[src/rtl/multdiv_stall_unit.sv]
// Iterative signed 32-bit multiply/divide beside the X-stage ALU; stalls the front of the pipe while busy.
// Optional DIV0_FAST_EN: divide-by-zero and MIN/-1 finish in one cycle instead of running all iterations.
module multdiv_stall_unit #(
  parameter int unsigned WIDTH = 32,
  parameter int unsigned CNT_W = 6
) (
  input  logic             clock,
  input  logic             reset,
  input  logic             ctrl_MULT,
  input  logic             ctrl_DIV,
  input  logic [WIDTH-1:0] data_operandA,
  input  logic [WIDTH-1:0] data_operandB,
  input  logic [4:0]       dx_writeReg,
  output logic             md_stall,
  output logic [WIDTH-1:0] data_result,
  output logic             data_exception,
  output logic             data_resultRDY,
  output logic [4:0]       md_writeReg,
  output logic             md_writeEnable
);

  typedef enum logic [1:0] {S_IDLE, S_RUN, S_DONE} state_t;

  localparam int unsigned PW = 2 * WIDTH;
  localparam logic [4:0]       RSTATUS_REG    = 5'd30;
  localparam logic [WIDTH-1:0] MULT_OVF_CODE  = WIDTH'(4);
  localparam logic [WIDTH-1:0] DIV_FAULT_CODE = WIDTH'(5);
  localparam logic [WIDTH-1:0] MIN_NEG        = {1'b1, {(WIDTH-1){1'b0}}};
  localparam logic [CNT_W-1:0] LAST_CNT       = CNT_W'(WIDTH - 1);

  state_t           state, state_next;
  logic [CNT_W-1:0] cnt;
  logic [WIDTH-1:0] acc, lo, opnd;
  logic             sign_q, mult_q, fault_q;
  logic [4:0]       rd_q;

  logic             start_c, fault_c, accept, load_out;
  logic [WIDTH-1:0] abs_a, abs_b;
  logic [WIDTH:0]   sum, rem_shift, diff;
  logic [WIDTH-1:0] acc_step, lo_step, quot;
  logic [PW-1:0]    prod_mag, prod;
  logic [WIDTH:0]   hi_bits;
  logic             ovf;
  logic [WIDTH-1:0] fin_result;
  logic             fin_exc;
  logic [4:0]       fin_tag;

  assign start_c = ctrl_MULT | ctrl_DIV;
  assign fault_c = (data_operandB == '0) |
                   ((data_operandA == MIN_NEG) & (data_operandB == {WIDTH{1'b1}}));
  assign abs_a   = data_operandA[WIDTH-1] ? WIDTH'(-data_operandA) : data_operandA;
  assign abs_b   = data_operandB[WIDTH-1] ? WIDTH'(-data_operandB) : data_operandB;

  // State register
  always_ff @(posedge clock or posedge reset) begin
    if (reset) state <= S_IDLE;
    else       state <= state_next;
  end

  // Next state, stall and output-load strobes
  always_comb begin
    state_next = state;
    md_stall   = 1'b0;
    accept     = 1'b0;
    load_out   = 1'b0;
    case (state)
      S_IDLE: begin
        if (start_c) begin
          md_stall = 1'b1;
          accept   = 1'b1;
`ifdef DIV0_FAST_EN
          if (!ctrl_MULT && fault_c) begin
            state_next = S_DONE;
            load_out   = 1'b1;
          end else begin
            state_next = S_RUN;
          end
`else
          state_next = S_RUN;
`endif
        end
      end
      S_RUN: begin
        md_stall = 1'b1;
        if (cnt == LAST_CNT) begin
          state_next = S_DONE;
          load_out   = 1'b1;
        end
      end
      S_DONE:  state_next = S_IDLE;
      default: state_next = S_IDLE;
    endcase
  end

  // One shift-add (mult) or restoring shift-subtract (div) iteration
  always_comb begin
    sum       = {1'b0, acc} + {1'b0, (lo[0] ? opnd : {WIDTH{1'b0}})};
    rem_shift = {acc, lo[WIDTH-1]};
    diff      = rem_shift - {1'b0, opnd};
    if (mult_q) begin
      acc_step = sum[WIDTH:1];
      lo_step  = {sum[0], lo[WIDTH-1:1]};
    end else if (!diff[WIDTH]) begin
      acc_step = diff[WIDTH-1:0];
      lo_step  = {lo[WIDTH-2:0], 1'b1};
    end else begin
      acc_step = rem_shift[WIDTH-1:0];
      lo_step  = {lo[WIDTH-2:0], 1'b0};
    end
  end

  // Sign fix and exception mapping of the final iteration's value
  always_comb begin
    prod_mag   = {acc_step, lo_step};
    prod       = sign_q ? PW'(-prod_mag) : prod_mag;
    hi_bits    = prod[PW-1:WIDTH-1];
    ovf        = !((&hi_bits) | ~(|hi_bits));
    quot       = sign_q ? WIDTH'(-lo_step) : lo_step;
    fin_result = '0;
    fin_exc    = 1'b0;
    if (state == S_IDLE) begin
      fin_result = DIV_FAULT_CODE;
      fin_exc    = 1'b1;
    end else if (mult_q) begin
      fin_exc    = ovf;
      fin_result = ovf ? MULT_OVF_CODE : prod[WIDTH-1:0];
    end else begin
      fin_exc    = fault_q;
      fin_result = fault_q ? DIV_FAULT_CODE : quot;
    end
    fin_tag = fin_exc ? RSTATUS_REG : rd_q;
  end

  // Operand latch and iteration datapath; multiplier/dividend live in lo
  always_ff @(posedge clock or posedge reset) begin
    if (reset) begin
      cnt     <= '0;
      acc     <= '0;
      lo      <= '0;
      opnd    <= '0;
      sign_q  <= 1'b0;
      mult_q  <= 1'b0;
      fault_q <= 1'b0;
      rd_q    <= '0;
    end else if (accept) begin
      cnt     <= '0;
      acc     <= '0;
      lo      <= ctrl_MULT ? abs_b : abs_a;
      opnd    <= ctrl_MULT ? abs_a : abs_b;
      sign_q  <= data_operandA[WIDTH-1] ^ data_operandB[WIDTH-1];
      mult_q  <= ctrl_MULT;
      fault_q <= fault_c;
      rd_q    <= dx_writeReg;
    end else if (state == S_RUN) begin
      cnt <= cnt + CNT_W'(1);
      acc <= acc_step;
      lo  <= lo_step;
    end
  end

  // Result registers: loaded on entry to DONE, held otherwise
  always_ff @(posedge clock or posedge reset) begin
    if (reset) begin
      data_result    <= '0;
      data_exception <= 1'b0;
      md_writeReg    <= '0;
      data_resultRDY <= 1'b0;
      md_writeEnable <= 1'b0;
    end else begin
      data_resultRDY <= load_out;
      md_writeEnable <= load_out;
      if (load_out) begin
        data_result    <= fin_result;
        data_exception <= fin_exc;
        md_writeReg    <= fin_tag;
      end
    end
  end

endmodule
[config.mk]
export PLATFORM = sky130hd
export DESIGN_NAME = multdiv_stall_unit
export DESIGN_NICKNAME = d
export VERILOG_FILES = /design/src/rtl/multdiv_stall_unit.sv
export SDC_FILE = /design/constraint.sdc
export NUM_CORES = 1
export LEC_CHECK = 0
export CORE_MARGIN = 2
export CORE_UTILIZATION = 40
export CTS_CLUSTER_DIAMETER = 30
export DETAILED_ROUTE_END_ITERATION = 6
export PLACE_DENSITY = 0.61
export SLEW_MARGIN = 0
export SYNTH_ARGS = -nofsm -noshare
export SYNTH_HDL_FRONTEND = slang
export SYNTH_SLANG_ARGS = --single-unit
[constraint.sdc]
create_clock -name clock -period 8.6 [get_ports clock]
set_input_delay 1.29 -clock clock [delete_from_list [all_inputs] [get_ports clock]]
set_output_delay 1.29 -clock clock [all_outputs]
set_load 0.005 [all_outputs]
==> results.txt <==
The run finished with clean final reports. For the wire length of the first global-routing pass, the log shows 90500 um. The tools report the number of filler instances in the final layout as 3806. The setup skew after layout came out at 0.0117 ns. Worst-path maximum fanout: 24. The number of maximum-capacitance violations is 0. Total routed wirelength: 58800 um. Width of the die: 200 um. The run gives 0 as the count of final max-slew check failures. For the number of H-tree levels, the log shows 4. Clock-pin slew was measured on the worst setup and hold paths at 0.07 ns. Number of flops mapped to enable cells by yosys: 0. The path with the worst hold slack has its endpoint at rd_q[3]. Synthesis produced a netlist with a net count of 2097. Yosys printed 0 warnings. The ratio of routed vias to standard cells was 6.32; the portion of synthesized cell area occupied by the leading cell type was 24.7%. The overall track demand over capacity in global routing came out at 29.9%. The die covers 39900 um^2. The detail route stage leaves a number of antenna-violating nets equal to 0. Summing all flip-flop and latch instances after layout gives 3780 um^2. For the arrival time of the worst setup path, the log shows 8.31 ns. The most used flip-flop cell after synthesis is dfrtp_1. The number of clock sinks seen by CTS is 151, and the number of cells on the worst reg-to-reg path is 26. The routed layout has 16000 vias.

For this configuration, the core starts out at a cell density of 40.7%. Compared with the post-synthesis result, the final layout area differs by 13.9%. dfrtp_1 takes more of the synthesized area than any other cell. Counting flops and latches in the post-synthesis netlist gives 151. The worst max-slew margin expressed relative to the limit is 20.0%. Launch instance of the worst register-to-register path: lo[31]. The multi-input combinational cell area is 10800 um^2. Sorting the synthesized cells by area gives the leading types as dfrtp_1 (25%), ha_1 (5.6%), xor2_1 (5.3%), nand2_1 (5.2%), o21ai_0 (4.8%). Once detailed placement completed, the half-perimeter wirelength came to 44600 um. For the pin with the worst max-slew slack, the measured transition is 1.19 ns. For this run the aggregate overflow at the end of global routing stands at 0. The worst hold path begins at rd_q[3]. In the final timing run, aggregate negative setup slack is 0 ns. In this run the vertical extent of the chip is 200 um.

The tools report the violation count after the first detailed-routing iteration as 1636. By startpoint and endpoint, the worst setup path is classified as flop to flop. Subtracting the final worst setup slack from the clock period gives 7.92 ns. The number of distinct standard cells referenced by the synthesized netlist came out at 88. After layout, the worst path uses 92.0% of the clock period. Number of cells produced by synthesis: 1953.

For this run, the register share of the synthesized area comes to 24.7%. For this run, the post-layout net count is 2147. The logs give 15100 for the number of global-route vias before repair and 0 for the number of buffers inserted by post-CTS setup repair. Kind of capture point of the worst setup path: a flop.

Static timing analysis puts the maximum clock frequency at 126 MHz. The cell area after synthesis was 15300 um^2; the number of buffers added on ports was 113. The logs give 0 for the hold-fix buffer count after cts and 0 for the final setup violation count. The min-delay analysis places its worst path in the category flop to flop. The maximum count of clock buffers along a single path is 2.

Setup repair after global routing left no endpoint under its margin. Count of inserted antenna diode cells: 0. Pin placement for this block handled 114 I/O pins.

After detailed routing, the average wire length per cell comes to 23.3 um. The number of failing hold endpoints at the final stage came out at 0. Of the cells placed in the final design, the portion with a size suffix greater than 1 is 5.70%.

STA classifies the critical path startpoint as a flop. For the number of cell rows, the log shows 71. TritonCTS built the clock tree.

The tools report the remaining routing DRC violations as 0. The library cell used as clock root buffer is clkbuf_16. For this run, asynchronously set or reset flops after synthesis account for 100%. The run gives 17 as the number of buffers created by CTS. Routability-driven placement finished with a final weighted congestion of 0.961. The number of cells on the worst hold path works out to 2. The number of detailed-route iterations in the first pass is 6. The worst register-to-register path ends at data_result[0].

The number of antenna violations at the first check in global routing came out at 1. The required time at the endpoint of the critical path is 9.00 ns, and the largest net degree at the start of global routing is 79. A synthesized cell averages 7.85 um^2. The tools report the post-cts sizing count as 0. After floorplanning, the core was sized to cover 37700 um^2. The setup check on the worst reg-to-reg path leaves a slack of 0.68 ns. For the insertion delay of the later-clocked pin in the worst-skew pair, the log shows 0.46 ns.
-- flip-flops by register name, indices dropped and copies added (netlist names) --
register,count
acc,32
cnt,6
data_exception,1
data_result,32
fault_q,1
lo,32
md_writeEnable,1
md_writeReg,5
mult_q,1
opnd,32
rd_q,5
sign_q,1
state,2
-- cell usage after synthesis (11+ instances only) --
library cell	instances
o41ai_1	14
nand4_1	27
nand2b_1	29
a31oi_1	26
buf_2	16
nor2_1	138
inv_1	83
a31o_1	18
o31ai_1	34
ha_1	69
o21a_1	17
a22oi_1	21
mux2_2	20
and4_1	11
a21o_1	22
o211ai_1	25
o22ai_1	19
o21ai_0	146
and2_1	44
o221ai_1	32
nor4_1	24
mux2i_1	50
xor2_1	93
or4_1	18
nand2_1	214
dfrtp_1	151
clkbuf_1	75
xnor2_1	62
a22o_1	33
nor2b_1	12
and3_1	17
nor3_1	51
a21oi_1	121
nand3_1	41
-- area by class of cell --
| class | count | area share (%) |
|---|---|---|
| Multi-Input combinational cell | 1612 | 61.9 |
| Inverter | 83 | 1.81 |
| Tap cell | 511 | 3.66 |
| Timing Repair Buffer | 138 | 7.56 |
| Clock inverter | 14 | 0.846 |
| Sequential cell | 151 | 21.7 |
| Clock buffer | 18 | 2.52 |
-- cells by family (layout without fill, tap and decap cells) --
family | Yosys count | after routing | share of synthesized area (%)
AND/OR/NAND/NOR | 667 | 667 | 21.5
AO/OA/AOI/OAI | 648 | 648 | 29.2
buffers and inverters | 190 | 253 | 5.01
XOR/XNOR | 156 | 156 | 8.97
flip-flops | 151 | 151 | 24.7
adder cells (fa/ha/maj) | 71 | 71 | 5.90
multiplexers | 70 | 70 | 4.74
-- cell usage in the layout, fill, tap and decap left out, types with 18 or more instances in the layout --
cell type,instances
nand4_1,27
or4_1,18
xor2_1,93
inv_1,81
ha_1,69
o22ai_1,19
nand3_1,41
mux2_2,20
clkdlybuf4s50_1,113
and2_1,44
a22oi_1,21
o211ai_1,25
a21o_1,22
a22o_1,33
a31o_1,18
mux2i_1,50
a21oi_1,121
nand2b_1,29
nor3_1,50
o21ai_0,146
dfrtp_1,149
nor2_1,137
o221ai_1,32
xnor2_1,61
nand2_1,214
a31oi_1,26
nor4_1,24
buf_4,25
o31ai_1,34
-- stage by stage --
step                      worst slack (ns)  utilization [%]  instances  hold WS [ns]  area (um^2)
after floorplan                       2.01                -       1953         0.446        15300
after global placement                1.16             44.8       2495         0.460        16900
after detailed placement             0.924             44.8       2495         0.463        16900
after CTS                            0.851             46.3       2527         0.481        17500
after global routing               0.00497             46.3       2527         0.512        17500
final                                0.685             46.3       2527         0.474        17500
-- how the worst max path moves through the flow --
stage	from	end	slack [ns]	cells past startpoint
after global placement	lo[31]	data_result[0]	1.16	26
after floorplan	lo[31]	data_exception	2.01	29
after detailed placement	lo[31]	data_result[0]	0.92	26
final	lo[31]	data_result[0]	0.68	26
after CTS	lo[31]	data_result[0]	0.85	26
after global routing	lo[31]	data_result[0]	0.005	26
-- metal layers --
layer	vias to the layer above	wire, um	global-route usage [%]	share of wire, %
met4	0	3040	15.2	5.2
met3	131	3530	3.61	6.0
li1	7390	-	-	-
met5	-	0	0	0
met1	7768	25300	39.5	43
met2	676	26900	48.1	46
-- critical path: stages, from the launching register on --
cell	delay [ns]
dfrtp_1	0.41
inv_1	0.14
ha_1	0.20
fa_1	0.21
nand2b_1	0.15
a21oi_1	0.10
o31ai_1	0.57
o21ai_0	0.31
a21boi_2	0.70
xnor2_2	0.12
o21ai_1	0.15
buf_4	0.19
ha_1	0.21
o2111ai_1	0.22
nor4_1	0.43
nor2b_1	0.40
nand4b_1	0.17
a311oi_2	0.61
nand2_1	0.33
or3_1	0.47
nor3b_1	0.25
o211ai_1	0.11
a211o_1	0.34
nor4_4	0.40
or2_1	0.17
buf_4	0.27
a41o_1	0.21
Power is left out: the tool's default activity adds up to more than one toggle a clock period on the data nets, which glitch-free logic cannot reach.
